<file path="src/rtl/mem_wb_stage.sv">
// MEM/WB pipeline register: builds the load or ALU result, tracks retirement and flags misaligned loads.
// Latency: inputs captured at edge N drive BusW/RW/RegWr after edge N; the register file commits at edge N+1.
// Backpressure: Stall holds the stage (RegWr stays high, rewriting the same value); Flush beats Stall and inserts a bubble.
module mem_wb_stage (
  input  logic        Clk,
  input  logic        Rst,
  input  logic        Stall,
  input  logic        Flush,
  input  logic        InValid,
  input  logic        InRegWr,
  input  logic        InMemToReg,
  input  logic [2:0]  InLoadType,
  input  logic [1:0]  InAddrLo,
  input  logic [31:0] InAluResult,
  input  logic [31:0] InMemData,
  input  logic [4:0]  InRW,
  output logic [31:0] BusW,
  output logic [4:0]  RW,
  output logic        RegWr,
  output logic [31:0] RetireCount,
  output logic        MisalignErr
);

  localparam logic [2:0] LT_LW  = 3'b000;
  localparam logic [2:0] LT_LH  = 3'b001;
  localparam logic [2:0] LT_LHU = 3'b010;
  localparam logic [2:0] LT_LB  = 3'b011;
  localparam logic [2:0] LT_LBU = 3'b100;

  logic        valid_q;
  logic        regwr_q;
  logic [4:0]  rw_q;
  logic [31:0] data_q;
  logic        bad_q;

  logic [7:0]  byte_sel;
  logic [15:0] half_sel;
  logic [31:0] load_data;
  logic [31:0] result;
  logic        bad_in;
  logic        capture;
  logic        retire;

  // Lane selection (big-endian: byte 0 is the top of the word), extension and alignment check.
  always_comb begin
    byte_sel  = 8'h00;
    half_sel  = 16'h0000;
    load_data = 32'h0000_0000;
    bad_in    = 1'b0;

    case (InAddrLo)
      2'd0:    byte_sel = InMemData[31:24];
      2'd1:    byte_sel = InMemData[23:16];
      2'd2:    byte_sel = InMemData[15:8];
      default: byte_sel = InMemData[7:0];
    endcase
    half_sel = InAddrLo[1] ? InMemData[15:0] : InMemData[31:16];

    case (InLoadType)
      LT_LW:   load_data = InMemData;
      LT_LH:   load_data = {{16{half_sel[15]}}, half_sel};
      LT_LHU:  load_data = {16'h0000, half_sel};
      LT_LB:   load_data = {{24{byte_sel[7]}}, byte_sel};
      LT_LBU:  load_data = {24'h00_0000, byte_sel};
      default: load_data = 32'h0000_0000;
    endcase

    if (InMemToReg) begin
      case (InLoadType)
        LT_LW:         bad_in = (InAddrLo != 2'b00);
        LT_LH, LT_LHU: bad_in = InAddrLo[0];
        LT_LB, LT_LBU: bad_in = 1'b0;
        default:       bad_in = 1'b1;
      endcase
    end

    result = InMemToReg ? load_data : InAluResult;
  end

  assign capture = ~Flush & ~Stall;
  // A held instruction retires once: on the edge that releases the stall or flushes it out.
  assign retire  = valid_q & (~Stall | Flush);

  // Stage register: Flush loads a bubble, Stall holds, otherwise capture the MEM-stage instruction.
  always_ff @(posedge Clk or negedge Rst) begin
    if (!Rst) begin
      valid_q <= 1'b0;
      regwr_q <= 1'b0;
      rw_q    <= 5'd0;
      data_q  <= 32'h0000_0000;
      bad_q   <= 1'b0;
    end else if (Flush) begin
      valid_q <= 1'b0;
      regwr_q <= 1'b0;
    end else if (capture) begin
      valid_q <= InValid;
      regwr_q <= InRegWr;
      rw_q    <= InRW;
      data_q  <= result;
      bad_q   <= bad_in;
    end
  end

  // Retirement counter, wraps naturally at 2^32.
  always_ff @(posedge Clk or negedge Rst) begin
    if (!Rst) begin
      RetireCount <= 32'h0000_0000;
    end else if (retire) begin
      RetireCount <= RetireCount + 32'd1;
    end
  end

  // Sticky error: only a real capture of a valid bad load sets it; flushed inputs never do.
  always_ff @(posedge Clk or negedge Rst) begin
    if (!Rst) begin
      MisalignErr <= 1'b0;
    end else if (capture && InValid && bad_in) begin
      MisalignErr <= 1'b1;
    end
  end

  assign BusW  = data_q;
  assign RW    = rw_q;
  assign RegWr = valid_q & regwr_q & ~bad_q & (rw_q != 5'd0);

endmodule

</file>
<file path="config.mk">
export PLATFORM = sky130hd
export DESIGN_NAME = mem_wb_stage
export DESIGN_NICKNAME = d
export VERILOG_FILES = /design/src/rtl/mem_wb_stage.sv
export SDC_FILE = /design/constraint.sdc
export NUM_CORES = 1
export LEC_CHECK = 0
export BUFFER_PORTS_ARGS = -buffer_cell sky130_fd_sc_hd__buf_2
export CAP_MARGIN = 20
export CORE_MARGIN = 8
export CORE_UTILIZATION = 45
export DETAILED_ROUTE_END_ITERATION = 6
export GPL_TIMING_DRIVEN = 0
export HOLD_SLACK_MARGIN = 0.06
export PLACE_DENSITY = 0.75
export SYNTH_ARGS = -nofsm -noshare
export SYNTH_HDL_FRONTEND = slang
export SYNTH_SLANG_ARGS = --single-unit
</file>
<file path="constraint.sdc">
create_clock -name Clk -period 3.6 [get_ports Clk]
set_input_delay 0.36 -clock Clk [delete_from_list [all_inputs] [get_ports Clk]]
set_output_delay 0.36 -clock Clk [all_outputs]
set_load 0.02 [all_outputs]
</file>
==> metrics.txt, run 1 <==
GR Util All Layers 0.2158; Hold EP RW[1]; Post-route DRC 3; Mapped Area 3907 µm²; Compound-Gate Fraction of Synth Area 0.1521; failing checks DRC; Fill cells about 750; Reg clk slew, reported paths 0.08 ns; Top Usage Layer GRT met2; Seq cells post-synth 73; WL final 12.55 mm; post-layout util 0.5859; vias in the first global route 4004; Port Buffers around 150; EDFF count, synth 0; routability-driven placement congestion ratio 0.8967; routed vias/inst 5.762; RSZ-0062 raised after global routing false; Starting Density 0.4570; met2 global-route usage 0.3367; Crit. End Element output pin; R2R Setup Slk 1.80 ns; post-synthesis async set-or-reset flop share 1.000; Peak supply drop 233.0 µV; max-cap violations 0; antenna-violating nets left 0; row count 34; startpoint types register; leakage 2.597 nW; Setup-failing EPs final 0; status complete, but fails checks; dominant synthesized flop cell dfrtp_1; DR iter-0 viols 240; Post-Synth XOR/XNOR Area 0.07173; clock buffer depth 2; Post-Synth Simple-Gate Area 0.2027; Worst Hold Margin 0.1961 ns; CTS buffer count 9; CP required 3.24 ns; FF-to-FF Start RetireCount[0]; ratio of cells with drive above 1 in the final layout 0.3672; worst min-delay path class primary input to register; GR Layer Usage met1 0.2655; Vias 3751; critical path type register to output pin; final period utilization 0.5444; post-synthesis mux area share 0.05988; first-pass GRT wire length 20.15 mm; Distinct cells, synth 46; Worst R2R Path Depth 6; largest family of logic cells by synthesized area simple AND/OR/NAND/NOR gates; Boundary Pins around 150; Layout area overhead 28.21%; CTS Sinks 73; maximum clock rate 0.5103 GHz; Tmin final 1.960 ns; DP HPWL roughly 9.7 mm; routed len/inst between 15 and 20 µm; Synthesis Warnings 0; sequential share of the synthesized area 0.4675; post-layout total power ~0.0022 W; FF-to-FF End RetireCount[16]; M3 GR Usage 0.06028; die area ~12000 µm²; Die Wd ~110 µm; CTS HTree Levels 3; min-delay src InRW[1]; CTS root buffer clkbuf_8; Adder-Cell Fraction of Synth Area 0.003202; overflow left after global routing 0; Hold Crit Depth 3; Worst-Margin Slew 0.6321 ns; Pins Over Slew Limit 0; Net Count, Synth 459; Worst Path Max Fanout 3; Pwr per Cell Area between 400 and 500 nW/µm²; worst path arrival time 1.60 ns; Post-Syn Instances 377; Slew Limit Headroom 0.5777; mean post-synth cell area between 10 and 15 µm²; initial antenna violation count 1; TritonCTS clock tree done; Final Hold Viols 0; setup_tns 0 ns; 1st-pass router iterations 7; largest net degree at the start of global routing 47; Core Region approximately 8600 µm²; Die H ~110 µm; final setup skew between 0.009 and 0.01 ns; NumNets Final 620; Clock Latency Late Sink about 0.35 ns
## where the power goes
group          leakage (nW)  internal, W  switching, W
Clock                0.0909     0.000312      0.000314
Sequential            0.947     0.000914     0.0000809
Combinational          1.56     0.000216      0.000326
Total                  2.60      0.00144      0.000721
## worst max-delay path by stage
stage,startpoint,endpoint,cells after the start
after floorplan,InAddrLo[0],BusW[7],5
after global placement,Stall,BusW[10],7
after detailed placement,Stall,BusW[10],7
after global routing,RW[0],RegWr,4
final,RW[0],RegWr,4
after CTS,RW[0],RegWr,4
## cells by family (layout without fill, tap and decap cells)
kind of cell,after synthesis,after routing
compound gates,76,76
xor+xnor,32,32
fa+ha+maj,1,1
buf+inv,39,204
flops,73,73
mux,12,12
other cells,0,1
simple gates,144,144
## layout make-up
type	instances	area [µm²]	area share
clock buffer	9	123.9	0.02473
sequential	73	1827	0.3646
antenna	1	2.502	0.0004995
inverter	14	52.55	0.01049
buffer	25	115.1	0.02298
multi-input combinational	265	1913	0.3819
tap	108	135.1	0.02697
timing repair buffer	150	780.7	0.1558
clock inverter	6	60.06	0.01199
## what timing repair did
item / 4_1_cts / 5_1_grt
endpoints found under the hold margin: 27 / 0
hold buffers: 1 / 0
endpoints found under the setup margin: 0 / 0
gates resized for setup: 0 / 0
setup buffers: 0 / 0
## routing by layer
| metal | share of wire | wire length, µm |
|---|---|---|
| met4 | 0.039 | 490 |
| met2 | 0.45 | 5698 |
| met1 | 0.40 | 5039 |
| met5 | 0 | 0 |
| met3 | 0.11 | 1319 |
## state kept, by name, summed over array words and instances, names as in the netlist
register     count
RetireCount     32
bad_q            1
regwr_q          1
RW               5
valid_q          1
BusW            32
MisalignErr      1
## cell usage after synthesis, types with 2 or more instances
cell type	count	area, µm²
o21ai_0	17	85.08
inv_1	14	52.55
nand2_1	42	157.7
a222oi_1	8	80.08
nor2_1	24	90.09
o21ba_2	2	20.02
nand4_1	21	131.4
nor4_4	2	42.54
o22ai_1	8	50.05
nor3_1	3	15.01
and3_1	30	187.7
xor2_1	4	35.03
clkbuf_1	11	41.29
and2_1	2	12.51
a221oi_1	24	210.2
a21oi_2	2	17.52
xnor2_1	28	245.2
mux2i_1	2	20.02
mux4_2	9	202.7
buf_4	2	15.01
buf_2	10	50.05
dfrtp_1	73	1827
a221o_1	8	80.08
nor4_2	2	25.02
nand3_1	8	40.04
## per-stage QoR
stage,instance area (µm²),cells,setup slack (ns)
finish,5010,651,1.640
global route,5010,651,1.523
CTS,5007,650,1.619
detailed placement,4813,634,1.575
global placement,4783,633,1.659
floorplan,3908,377,1.879
## cell usage in the layout, fill, tap and decap left out, drive strengths merged, types with 2 or more instances in the layout
master / count
or2: 2
and2: 3
nor3: 4
o21ba: 2
a221o: 8
a222oi: 8
o21ai: 18
nand3: 8
clkinv: 3
a21oi: 3
xor2: 4
clkbuf: 21
mux4: 9
a221oi: 24
dfrtp: 73
inv: 14
buf: 162
nor4: 5
and3: 30
o22ai: 8
clkinvlp: 2
xnor2: 28
mux2i: 2
nand2: 42
nor2: 24
nand4: 21
## critical path: stages (launching register included)
cell     delay (ns)
dfrtp_1        0.40
or4_1          0.53
nor2_1         0.10
nor3_1         0.06
buf_2          0.15
No activity file was read; power rests on OpenSTA's default activity.
==> run 2: changes to the inputs <==
--- a/config.mk
+++ b/config.mk
@@ -5,6 +5,7 @@
 export SDC_FILE = /design/constraint.sdc
 export NUM_CORES = 1
 export LEC_CHECK = 0
+export ABC_AREA = 1
 export BUFFER_PORTS_ARGS = -buffer_cell sky130_fd_sc_hd__buf_2
 export CAP_MARGIN = 20
 export CORE_MARGIN = 8
@@ -12,7 +13,7 @@
 export DETAILED_ROUTE_END_ITERATION = 6
 export GPL_TIMING_DRIVEN = 0
 export HOLD_SLACK_MARGIN = 0.06
-export PLACE_DENSITY = 0.75
+export PLACE_DENSITY = 0.72
 export SYNTH_ARGS = -nofsm -noshare
 export SYNTH_HDL_FRONTEND = slang
 export SYNTH_SLANG_ARGS = --single-unit
==> constraint.sdc (replaced) <==
create_clock -name Clk -period 1.9 [get_ports Clk]
set_input_delay 0.19 -clock Clk [delete_from_list [all_inputs] [get_ports Clk]]
set_output_delay 0.19 -clock Clk [all_outputs]
set_load 0.02 [all_outputs]
==> metrics.txt, run 2 <==
worst min-delay path class primary input to register; Distinct cells, synth 29 (-37%); area share of the largest cell type after synthesis 0.3842 (-0.08329); ratio of cells with drive above 1 in the final layout 0.2265 (-0.1406); Final Hold Viols 0 (unchanged); 1st-pass router iterations 5 (-2); Critical Path End RetireCount[28]; FF-to-FF Start RetireCount[4]; overflow left after global routing 0 (unchanged); first-pass GRT wire length 25.41 mm (+26%); Slew Limit Headroom 0.6320 (+0.05423); Setup-failing EPs final 0 (unchanged); WL final 15.43 mm (+23%); CTS HTree Levels 3 (unchanged); Yosys top cell by area dfrtp_1; Worst Path Max Fanout 4 (+1); initial antenna violation count 2 (+1); Port Buffers 150 (+1.4%); Pwr per Cell Area 749.4 nW/µm² (+74%); critical path type register to register; post-synthesis async set-or-reset flop share 1.000 (unchanged); Vias 5168 (+38%); most instantiated library cell after synthesis nand2_1; leakage 3.131 nW (+21%); Critical path origin RetireCount[4]; routability-driven placement congestion ratio 0.9827 (+9.6%); status finished clean; RSZ-0062 raised after global routing false; startpoint types register; die area 14110 µm² (+18%); most common cell after layout, fill and taps aside nand2_1; synth cell count leaders nand2_1 (281), nor2_1 (117), dfrtp_1 (73); # hold bufs at CTS 8 (+7); worst path arrival time 1.90 ns (+0.30 ns); Crit. End Element register; Net Count, Synth 812 (+77%); clock buffer depth 2 (unchanged); EDFF count, synth 0 (unchanged); routed len/inst 14.83 µm (-23%); mean post-synth cell area 6.513 µm² (-37%); CTS Sinks 73 (unchanged); Pins Over Slew Limit 0 (unchanged); Fill cells 1082 (+44%); CTS root buffer clkbuf_8; DP HPWL 12.18 mm (+25%); Synth area leaders dfrtp_1 (38%), nand2_1 (22%), nor2_1 (9.2%); GR Util All Layers 0.2194 (+0.003613); final period utilization 0.8711; Synthesis Warnings 0 (unchanged); maximum clock rate about 0.60 GHz; Setup Fix Bufs, Post-CTS 0 (unchanged); Die Wd 118.8 µm (+8.8%); Tmin final 1.655 ns; Boundary Pins 152 (unchanged); vias in the first global route 5205 (+30%); Post-Syn Instances 730 (+94%); Post-route DRC 0 (-3); most frequent cells in the layout nand2_1 (281), buf_2 (158), nor2_1 (117), dfrtp_1 (73), a21oi_1 (64); dominant synthesized flop cell dfrtp_1; DR iter-0 viols 376 (+57%); Seq cells post-synth 73 (unchanged); R2R Setup Slk 0.24 ns (-1.56 ns); NumNets Final 982 (+58%); antenna-violating nets left 0 (unchanged); Core Region 10280 µm² (+20%); register area 1827 µm² (unchanged); antenna cells 0 (-1); post-layout total power 0.004491 W (+110%); CTS resizes 0 (unchanged); Worst-Margin Slew 0.5520 ns (-0.08004 ns); largest net degree at the start of global routing 53 (+13%); Clock Latency Late Sink 0.37 ns (+0.02 ns); sequential share of the synthesized area 0.3842 (-0.08329); Die H 118.8 µm (+8.8%); CP required 2.15 ns (-1.09 ns); Mapped Area 4755 µm² (+22%); FF-to-FF End RetireCount[28]; Worst R2R Path Depth 9 (+3); Reg clk slew, reported paths 0.09 ns (about the same); row count 37 (+8.8%); Starting Density 0.4626 (+0.005645); CTS buffer count 9 (unchanged); Peak supply drop 393.4 µV (+69%); max-cap violations 0 (unchanged); Layout area overhead 26.05%; setup_tns 0 ns (unchanged); routed vias/inst 4.964 (-14%); Multi-input gate area 2603 µm² (+36%); TritonCTS clock tree done; final setup skew 0.01603 ns (+0.006468 ns); Hold Crit Depth 3 (unchanged)
## run 2: cells by family after synthesis
group / synth area share
AO/OA/AOI/OAI: 0.08763
XOR/XNOR: 0.02947
adder cells (fa/ha/maj): 0.002631
buffers and inverters: 0.06842
flip-flops: 0.3842
AND/OR/NAND/NOR: 0.4276
## run 2: worst max-delay path, cell delays in order (launching register included)
cell,delay [ns]
dfrtp_1,0.42
nand2_1,0.12
nor2_1,0.29
nand2_1,0.12
nor2_1,0.29
nand2_1,0.09
nand2_1,0.06
nand2_1,0.05
nand2_1,0.04
o21ai_0,0.07
## run 2: area by class of cell
class	count	share of cell area
Multi-Input combinational cell	581	0.4342
Sequential cell	73	0.3048
Timing Repair Buffer	159	0.1436
Inverter	50	0.03173
Tap cell	136	0.02839
Buffer	26	0.02255
Clock buffer	9	0.02067
Clock inverter	7	0.01399
## run 2: power by group
| part | total (W) | internal, W | switching [W] |
|---|---|---|---|
| combinational | 0.00124 | 0.000426 | 0.000811 |
| clock | 0.00133 | 0.000630 | 0.000703 |
| sequential | 0.00192 | 0.00174 | 0.000178 |
| total | 0.00449 | 0.00280 | 0.00169 |
## run 2: how the worst min path moves through the flow
stage / slack, ns / end / startpoint
detailed placement: 0.11 / RetireCount[4] / Rst
finish: 0.11 / valid_q / Stall
global placement: 0.39 / RW[3] / InRW[3]
CTS: 0.11 / valid_q / Stall
floorplan: -0.11 / BusW[0] / Rst
global route: 0.11 / valid_q / Stall
## run 2: layer usage
metal | up-vias | share of wire | GRT usage
met4 | 4 | 0.023 | 0.06957
met5 | - | 0.0014 | 0
met3 | 32 | 0.076 | 0.07330
met1 | 2322 | 0.44 | 0.2602
met2 | 173 | 0.46 | 0.3674
li1 | 2637 | - | -
## run 2: stage by stage
step / cells / setup WS, ns / hold slack (ns) / area [µm²] / util
after detailed placement: 1017 / 0.2740 / 0.1093 / 5705 / 0.5552
final: 1041 / 0.2450 / 0.1146 / 5993 / 0.5832
after global placement: 1016 / 0.1206 / 0.3934 / 5675 / 0.5522
after CTS: 1041 / 0.2660 / 0.1060 / 5993 / 0.5832
after floorplan: 730 / 0.3775 / -0.1056 / 4755 / -
after global routing: 1041 / 0.01115 / 0.1092 / 5993 / 0.5832
